### config.mk
export PLATFORM = sky130hd
export DESIGN_NAME = wb_rr_arbiter
export DESIGN_NICKNAME = d
export VERILOG_FILES = /design/src/rtl/wb_arb_pkg.sv /design/src/rtl/wb_arb_timeout.sv /design/src/rtl/wb_rr_arbiter.sv
export SDC_FILE = /design/constraint.sdc
export NUM_CORES = 1
export LEC_CHECK = 0
export CELL_PAD_IN_SITES_DETAIL_PLACEMENT = 0
export CELL_PAD_IN_SITES_GLOBAL_PLACEMENT = 2
export CORE_MARGIN = 8
export CORE_UTILIZATION = 10
export CTS_BUF_LIST = sky130_fd_sc_hd__clkbuf_8
export CTS_CLUSTER_SIZE = 25
export DETAILED_ROUTE_END_ITERATION = 8
export GPL_ROUTABILITY_DRIVEN = 1
export GPL_TIMING_DRIVEN = 0
export MAX_ROUTING_LAYER = met4
export PLACE_DENSITY = 0.95
export SYNTH_ARGS = -nofsm -noshare
export SYNTH_HDL_FRONTEND = slang
export SYNTH_SLANG_ARGS = --single-unit
### constraint.sdc
create_clock -name clk_i -period 2.4 [get_ports clk_i]
set_input_delay 0.36 -clock clk_i [delete_from_list [all_inputs] [get_ports clk_i]]
set_output_delay 0.36 -clock clk_i [all_outputs]
set_load 0.01 [all_outputs]
### src/rtl/wb_arb_pkg.sv
`default_nettype none
// ============================================================================
// Module      : wb_arb_pkg
// Description : Shared state encoding and Wishbone width constants for the
//               two-master round-robin Wishbone arbiter.
// Revision    : 1.0 - initial release
// ============================================================================
package wb_arb_pkg;

    localparam int WB_DW = 32;
    localparam int WB_SW = 4;

    typedef logic [1:0] arb_state_t;

    localparam logic [1:0] ST_IDLE = 2'd0;
    localparam logic [1:0] ST_OWN0 = 2'd1;
    localparam logic [1:0] ST_OWN1 = 2'd2;

    // Counter width for a given limit; a disabled timeout still needs one bit.
    function automatic int cnt_width(input int limit);
        return (limit < 1) ? 1 : $clog2(limit + 1);
    endfunction

endpackage
`default_nettype wire

### src/rtl/wb_arb_timeout.sv
`default_nettype none
// ============================================================================
// Module      : wb_arb_timeout
// Description : Saturating stall counter; flags expiry when the count reaches
//               TIMEOUT_CYCLES and then restarts from zero.
// Revision    : 1.0 - initial release
// ============================================================================
module wb_arb_timeout
    import wb_arb_pkg::*;
#(
    parameter int TIMEOUT_CYCLES = 255
) (
    input  logic clk_i,
    input  logic rst_n_i,
    input  logic run,
    input  logic clear,
    output logic expired
);

    generate
        if (TIMEOUT_CYCLES > 0) begin : g_enabled
            localparam int              CW      = cnt_width(TIMEOUT_CYCLES);
            localparam logic [CW-1:0]   C_LIMIT = CW'(TIMEOUT_CYCLES);

            logic [CW-1:0] r_count;

            assign expired = (r_count == C_LIMIT);

            always_ff @(posedge clk_i) begin
                if (!rst_n_i) begin
                    r_count <= '0;
                end else if (clear || expired) begin
                    r_count <= '0;
                end else if (run && (r_count != C_LIMIT)) begin
                    r_count <= r_count + CW'(1);
                end
            end
        end else begin : g_disabled
            logic w_unused;
            assign w_unused = ^{clk_i, rst_n_i, run, clear};
            assign expired  = 1'b0;
        end
    endgenerate

endmodule
`default_nettype wire

### src/rtl/wb_rr_arbiter.sv
`default_nettype none
// ============================================================================
// Module      : wb_rr_arbiter
// Description : Two-master Wishbone arbiter with round-robin tie-break, no
//               preemption and a per-transfer stall timeout.
// Revision    : 1.0 - initial release
// ============================================================================
module wb_rr_arbiter
    import wb_arb_pkg::*;
#(
    parameter int TIMEOUT_CYCLES = 255,
    parameter int AW             = 32
) (
    input  logic             clk_i,
    input  logic             rst_n_i,

    input  logic [AW-1:0]    m0_adr_i,
    input  logic [WB_DW-1:0] m0_dat_i,
    input  logic [WB_SW-1:0] m0_sel_i,
    input  logic             m0_we_i,
    input  logic             m0_cyc_i,
    input  logic             m0_stb_i,
    output logic [WB_DW-1:0] m0_dat_o,
    output logic             m0_ack_o,
    output logic             m0_err_o,

    input  logic [AW-1:0]    m1_adr_i,
    input  logic [WB_DW-1:0] m1_dat_i,
    input  logic [WB_SW-1:0] m1_sel_i,
    input  logic             m1_we_i,
    input  logic             m1_cyc_i,
    input  logic             m1_stb_i,
    output logic [WB_DW-1:0] m1_dat_o,
    output logic             m1_ack_o,
    output logic             m1_err_o,

    output logic [AW-1:0]    s_adr_o,
    output logic [WB_DW-1:0] s_dat_o,
    output logic [WB_SW-1:0] s_sel_o,
    output logic             s_we_o,
    output logic             s_cyc_o,
    output logic             s_stb_o,
    input  logic [WB_DW-1:0] s_dat_i,
    input  logic             s_ack_i,
    input  logic             s_err_i,

    output logic [1:0]       grant_o
);

    arb_state_t r_state;
    arb_state_t w_state_next;
    logic       r_rr_ptr;       // 1 means m1 wins the next tie
    logic       w_stb_raw;
    logic       w_expired;
    logic       w_timeout_err;
    logic       w_own0;
    logic       w_own1;

    always_comb begin
        w_state_next = r_state;
        case (r_state)
            ST_IDLE: begin
                if (m0_cyc_i && m1_cyc_i) begin
                    w_state_next = r_rr_ptr ? ST_OWN1 : ST_OWN0;
                end else if (m0_cyc_i) begin
                    w_state_next = ST_OWN0;
                end else if (m1_cyc_i) begin
                    w_state_next = ST_OWN1;
                end
            end
            ST_OWN0: if (!m0_cyc_i) w_state_next = ST_IDLE;
            ST_OWN1: if (!m1_cyc_i) w_state_next = ST_IDLE;
            default: w_state_next = ST_IDLE;
        endcase
    end

    always_ff @(posedge clk_i) begin
        if (!rst_n_i) begin
            r_state  <= ST_IDLE;
            r_rr_ptr <= 1'b0;
        end else begin
            r_state <= w_state_next;
            if (r_state == ST_IDLE && w_state_next == ST_OWN0) r_rr_ptr <= 1'b1;
            if (r_state == ST_IDLE && w_state_next == ST_OWN1) r_rr_ptr <= 1'b0;
        end
    end

    assign w_own0 = (r_state == ST_OWN0);
    assign w_own1 = (r_state == ST_OWN1);

    always_comb begin
        s_adr_o   = '0;
        s_dat_o   = '0;
        s_sel_o   = '0;
        s_we_o    = 1'b0;
        s_cyc_o   = 1'b0;
        w_stb_raw = 1'b0;
        if (w_own0) begin
            s_adr_o   = m0_adr_i;
            s_dat_o   = m0_dat_i;
            s_sel_o   = m0_sel_i;
            s_we_o    = m0_we_i;
            s_cyc_o   = m0_cyc_i;
            w_stb_raw = m0_stb_i;
        end else if (w_own1) begin
            s_adr_o   = m1_adr_i;
            s_dat_o   = m1_dat_i;
            s_sel_o   = m1_sel_i;
            s_we_o    = m1_we_i;
            s_cyc_o   = m1_cyc_i;
            w_stb_raw = m1_stb_i;
        end
    end

    // The strobe is withdrawn on the expiry cycle so the slave sees the abort.
    assign s_stb_o       = w_stb_raw & ~w_expired;
    assign w_timeout_err = w_expired & ~s_ack_i;

    // Responses are suppressed while reset is held so an abandoned transfer
    // never completes.
    assign m0_ack_o = rst_n_i & w_own0 & s_ack_i;
    assign m1_ack_o = rst_n_i & w_own1 & s_ack_i;
    assign m0_err_o = rst_n_i & w_own0 & (s_err_i | w_timeout_err);
    assign m1_err_o = rst_n_i & w_own1 & (s_err_i | w_timeout_err);

    assign m0_dat_o = s_dat_i;
    assign m1_dat_o = s_dat_i;
    assign grant_o  = {w_own1, w_own0};

    wb_arb_timeout #(
        .TIMEOUT_CYCLES (TIMEOUT_CYCLES)
    ) u_timeout (
        .clk_i   (clk_i),
        .rst_n_i (rst_n_i),
        .run     (s_stb_o & ~s_ack_i & ~s_err_i),
        .clear   (s_ack_i | s_err_i | (w_state_next != r_state)),
        .expired (w_expired)
    );

endmodule
`default_nettype wire

==> implementation parameters <==
Parameter                              Value

Outcome
  Status ... finished, final reports clean

Global routing
  Tot GR Track Use ... ~11%
  Number of global-route vias before repair ... around 3,000
  Global-route wire length before repair ... 18,870 um
  Total congestion overflow after global routing ... 0
  Largest net degree at the start of global routing ... 11
  Antenna violations before repair ... 1

Die
  Placement Rows ... 49
  Die W ... 151.5 um
  Area of the core region ... approximately 18,000 um^2
  Effective utilization at floorplan ... 10.19%
  Area of the die ... 22,960 um^2
  Number of top-level design ports ... approximately 320
  Die height ... 151.5 um

Power
  P per Cell Area ... 245.0 nW/um^2
  Leakage power ... 2.417 nW
  Tot Pwr ... 1.273 mW
  Maximum ir drop on the vdd rail ... 0.0001902 V

CTS
  Clock Latency Late Sink ... 0.23 ns
  CTS Root Buffer Type ... clkbuf_8
  Level count of the clock H-tree ... 1
  Hold buffer count at cts ... 0
  Clock tree from TritonCTS ... built
  Clk buf depth ... 2
  Count of clock tree sinks ... 11
  Number of buffers inserted during clock tree synthesis ... 3
  Clock transition at the registers of the reported paths ... approximately 0.050 ns

Worst setup path
  Count of cells along the worst register-to-register path ... 5
  Critical Setup Path Class ... flop to output pin
  Data required time at the worst endpoint ... 2.04 ns
  CP Capture Type ... output pin
  Element type at the critical path start ... flop
  Maximum fanout encountered on the critical timing path ... 11
  Critical path data arrival time ... 1.99 ns

Finish
  Final #Nets ... 700
  Relative area change from synthesis to final layout ... 182.8%
  Utilization of the core after routing ... approximately 29%
  Layout cells sized above 1 ... 17.69%

Routing
  Final Routed Wirelength ... between 10,000 and 15,000 um
  Via-to-Cell Ratio ... 3.812
  Wire length per cell ... 19.01 um
  DRC viols ... 0
  Drt first-iter violations ... 51
  Count of vias placed by the detailed router ... 2,859
  Antenna violation net count after detailed routing ... 0
  First drt pass iteration count ... 4

STA
  Pins Over Slew Limit ... 0
  Tightest slew margin relative to the limit ... 51.90%
  Transition time of the tightest slew-check pin ... 0.7198 ns
  Setup Viol. Count Final ... 0
  Setup repair after global routing missed its margin ... true
  Maximum frequency from static timing analysis ... 424.7 MHz
  Final number of hold-violating endpoints ... 0
  Smallest setup slack after layout ... around 0.045 ns
  Setup skew after layout ... roughly 0.0033 ns
  Period utilization ... 98.12%
  Total negative slack for setup checks ... 0 ns
  Minimum clock period after layout ... 2.355 ns

Flow run
  Max-capacitance violation count ... 0

Synthesis
  Synth warn ... 0
  Synthesized Nets ... 408
  Yosys cell types ... 38
  Post-synthesis instance area ... 1837 um^2
  Gate Count Post-Synth ... between 200 and 250
  Number of synthesized register bits ... 11
  Synthesized area per cell ... around 8 um^2
  Part of the Yosys area used for sequential elements ... 11.99%

Min path
  Classification of the worst-slack hold path ... flop to flop
  Min-Delay Path Depth ... 2

Place
  DP Worst Slack ... -0.6676 ns
  GP Congestion ... 0.7814
  Detailed Place HPWL ... ~12,000 um
  Number of port buffers ... 286
==> layout by cell type, fill, tap and decap left out, types with 3 or more instances in the layout <==
cell type and count:
a22o_1 70, and3_1 3, dlygate4sd2_1 8, nor2b_1 4
a21oi_1 7, nor2_1 8, clkbuf_4 6, clkbuf_8 10
nand2_1 4, dlymetal6s2s_1 21, clkdlybuf4s50_1 257, buf_4 69
dfxtp_1 11, inv_1 3
==> power breakdown <==
part,internal (mW),switching (mW),leakage (nW)
clock network,0.112,0.0643,0.0269
logic,0.599,0.307,2.30
registers,0.187,0.00280,0.0892
==> worst paths after layout <==
kind | to | slack [ns] | startpoint
worst min register to register | u_timeout.g_enabled.r_count[6] | 0.48 | u_timeout.g_enabled.r_count[6]
worst max register to register | u_timeout.g_enabled.r_count[4] | 0.55 | u_timeout.g_enabled.r_count[0]
worst min-delay path | u_timeout.g_enabled.r_count[6] | 0.48 | u_timeout.g_enabled.r_count[6]
worst max-delay path | s_adr_o[3] | 0.05 | r_state[0]
==> critical path: stages, from the launching register on <==
cell and delay, ns:
dfxtp_1 0.33, buf_6 0.15, nor2b_1 0.15, clkbuf_8 0.19
clkbuf_4 0.21, a22o_1 0.16, clkdlybuf4s50_1 0.56
==> cells in the mapped netlist <==
library cell	instances	area, um^2
nand3b_2	1	11.26
nor2b_1	4	25.02
inv_1	2	7.510
mux2i_1	1	10.01
nand2_1	4	15.01
xnor2_1	1	8.760
o311a_1	1	10.01
a211oi_1	1	7.510
o31ai_1	2	15.01
nand3b_4	1	20.02
dfxtp_1	11	220.2
buf_6	1	11.26
nor3_1	1	5.000
buf_4	67	503.0
nand3b_1	2	15.01
or3_1	2	12.51
or4_1	2	15.01
a22oi_1	1	7.510
a2111oi_1	1	10.01
nand3_1	2	10.01
nor4_1	1	6.260
and2_1	1	6.260
a2111o_1	1	11.26
a22o_1	70	613.1
o2111a_1	1	11.26
ha_1	1	12.51
nor2_1	8	30.03
nor3b_1	2	15.01
a21oi_1	7	35.03
and2b_1	2	15.01
and3_1	3	18.77
clkbuf_1	16	60.06
o211a_1	2	20.02
a21bo_2	1	10.01
nand2b_1	1	6.260
xor2_1	1	8.760
o21ai_0	1	5.000
nand4_1	2	12.51
==> layout make-up <==
cell class | instances | area (um^2)
Tap cell | 229 | 286.5
Inverter | 2 | 7.507
Timing Repair Buffer | 287 | 2913
Buffer | 83 | 674.4
Fill cell | 1937 | 12830
Antenna cell | 1 | 2.502
Multi-Input combinational cell | 133 | 1046
Clock inverter | 1 | 3.754
Clock buffer | 3 | 41.29
Sequential cell | 11 | 220.2
==> logic make-up (layout without fill, tap and decap cells) <==
family / Yosys count / in the layout / share of synthesized area (%)
AOI/OAI and AO/OA: 89 / 89 / 41.14
xor gates and xnor gates: 2 / 2 / 0.9539
adders and majority gates: 1 / 1 / 0.6811
buffers and inverters: 86 / 376 / 31.68
DFF: 11 / 11 / 11.99
muxes: 1 / 1 / 0.5450
other: 0 / 1 / 0
and+or+nand+nor: 39 / 40 / 13.01
==> registers in the layout, indices dropped and copies added (netlist names) <==
| register | flops |
|---|---|
| r_rr_ptr | 1 |
| u_timeout.g_enabled.r_count | 8 |
| r_state | 2 |
==> layer usage <==
metal | GRT usage [%] | routed length (um)
met1 | 12.50 | 5577
met2 | 19.89 | 7019
met3 | 2.465 | 1452
met4 | 2.107 | 208
met5 | - | 0
==> timing repair <==
action / 4_1_cts / 5_1_grt
buffers inserted: 0 / 1
cloned: 0 / 1
gates resized for setup: 46 / 27
setup endpoints to repair: 76 / 58
==> per-stage QoR <==
stage	hold WS, ns	cells	cell area, um^2
2_1_floorplan	0.4466	229	1837
3_3_place_gp	0.4651	744	4986
3_5_place_dp	0.4754	744	4986
4_1_cts	0.4805	747	5117
5_1_grt	0.5200	750	5195
6_report	0.4776	750	5195
(Power assumes the default switching activity.)
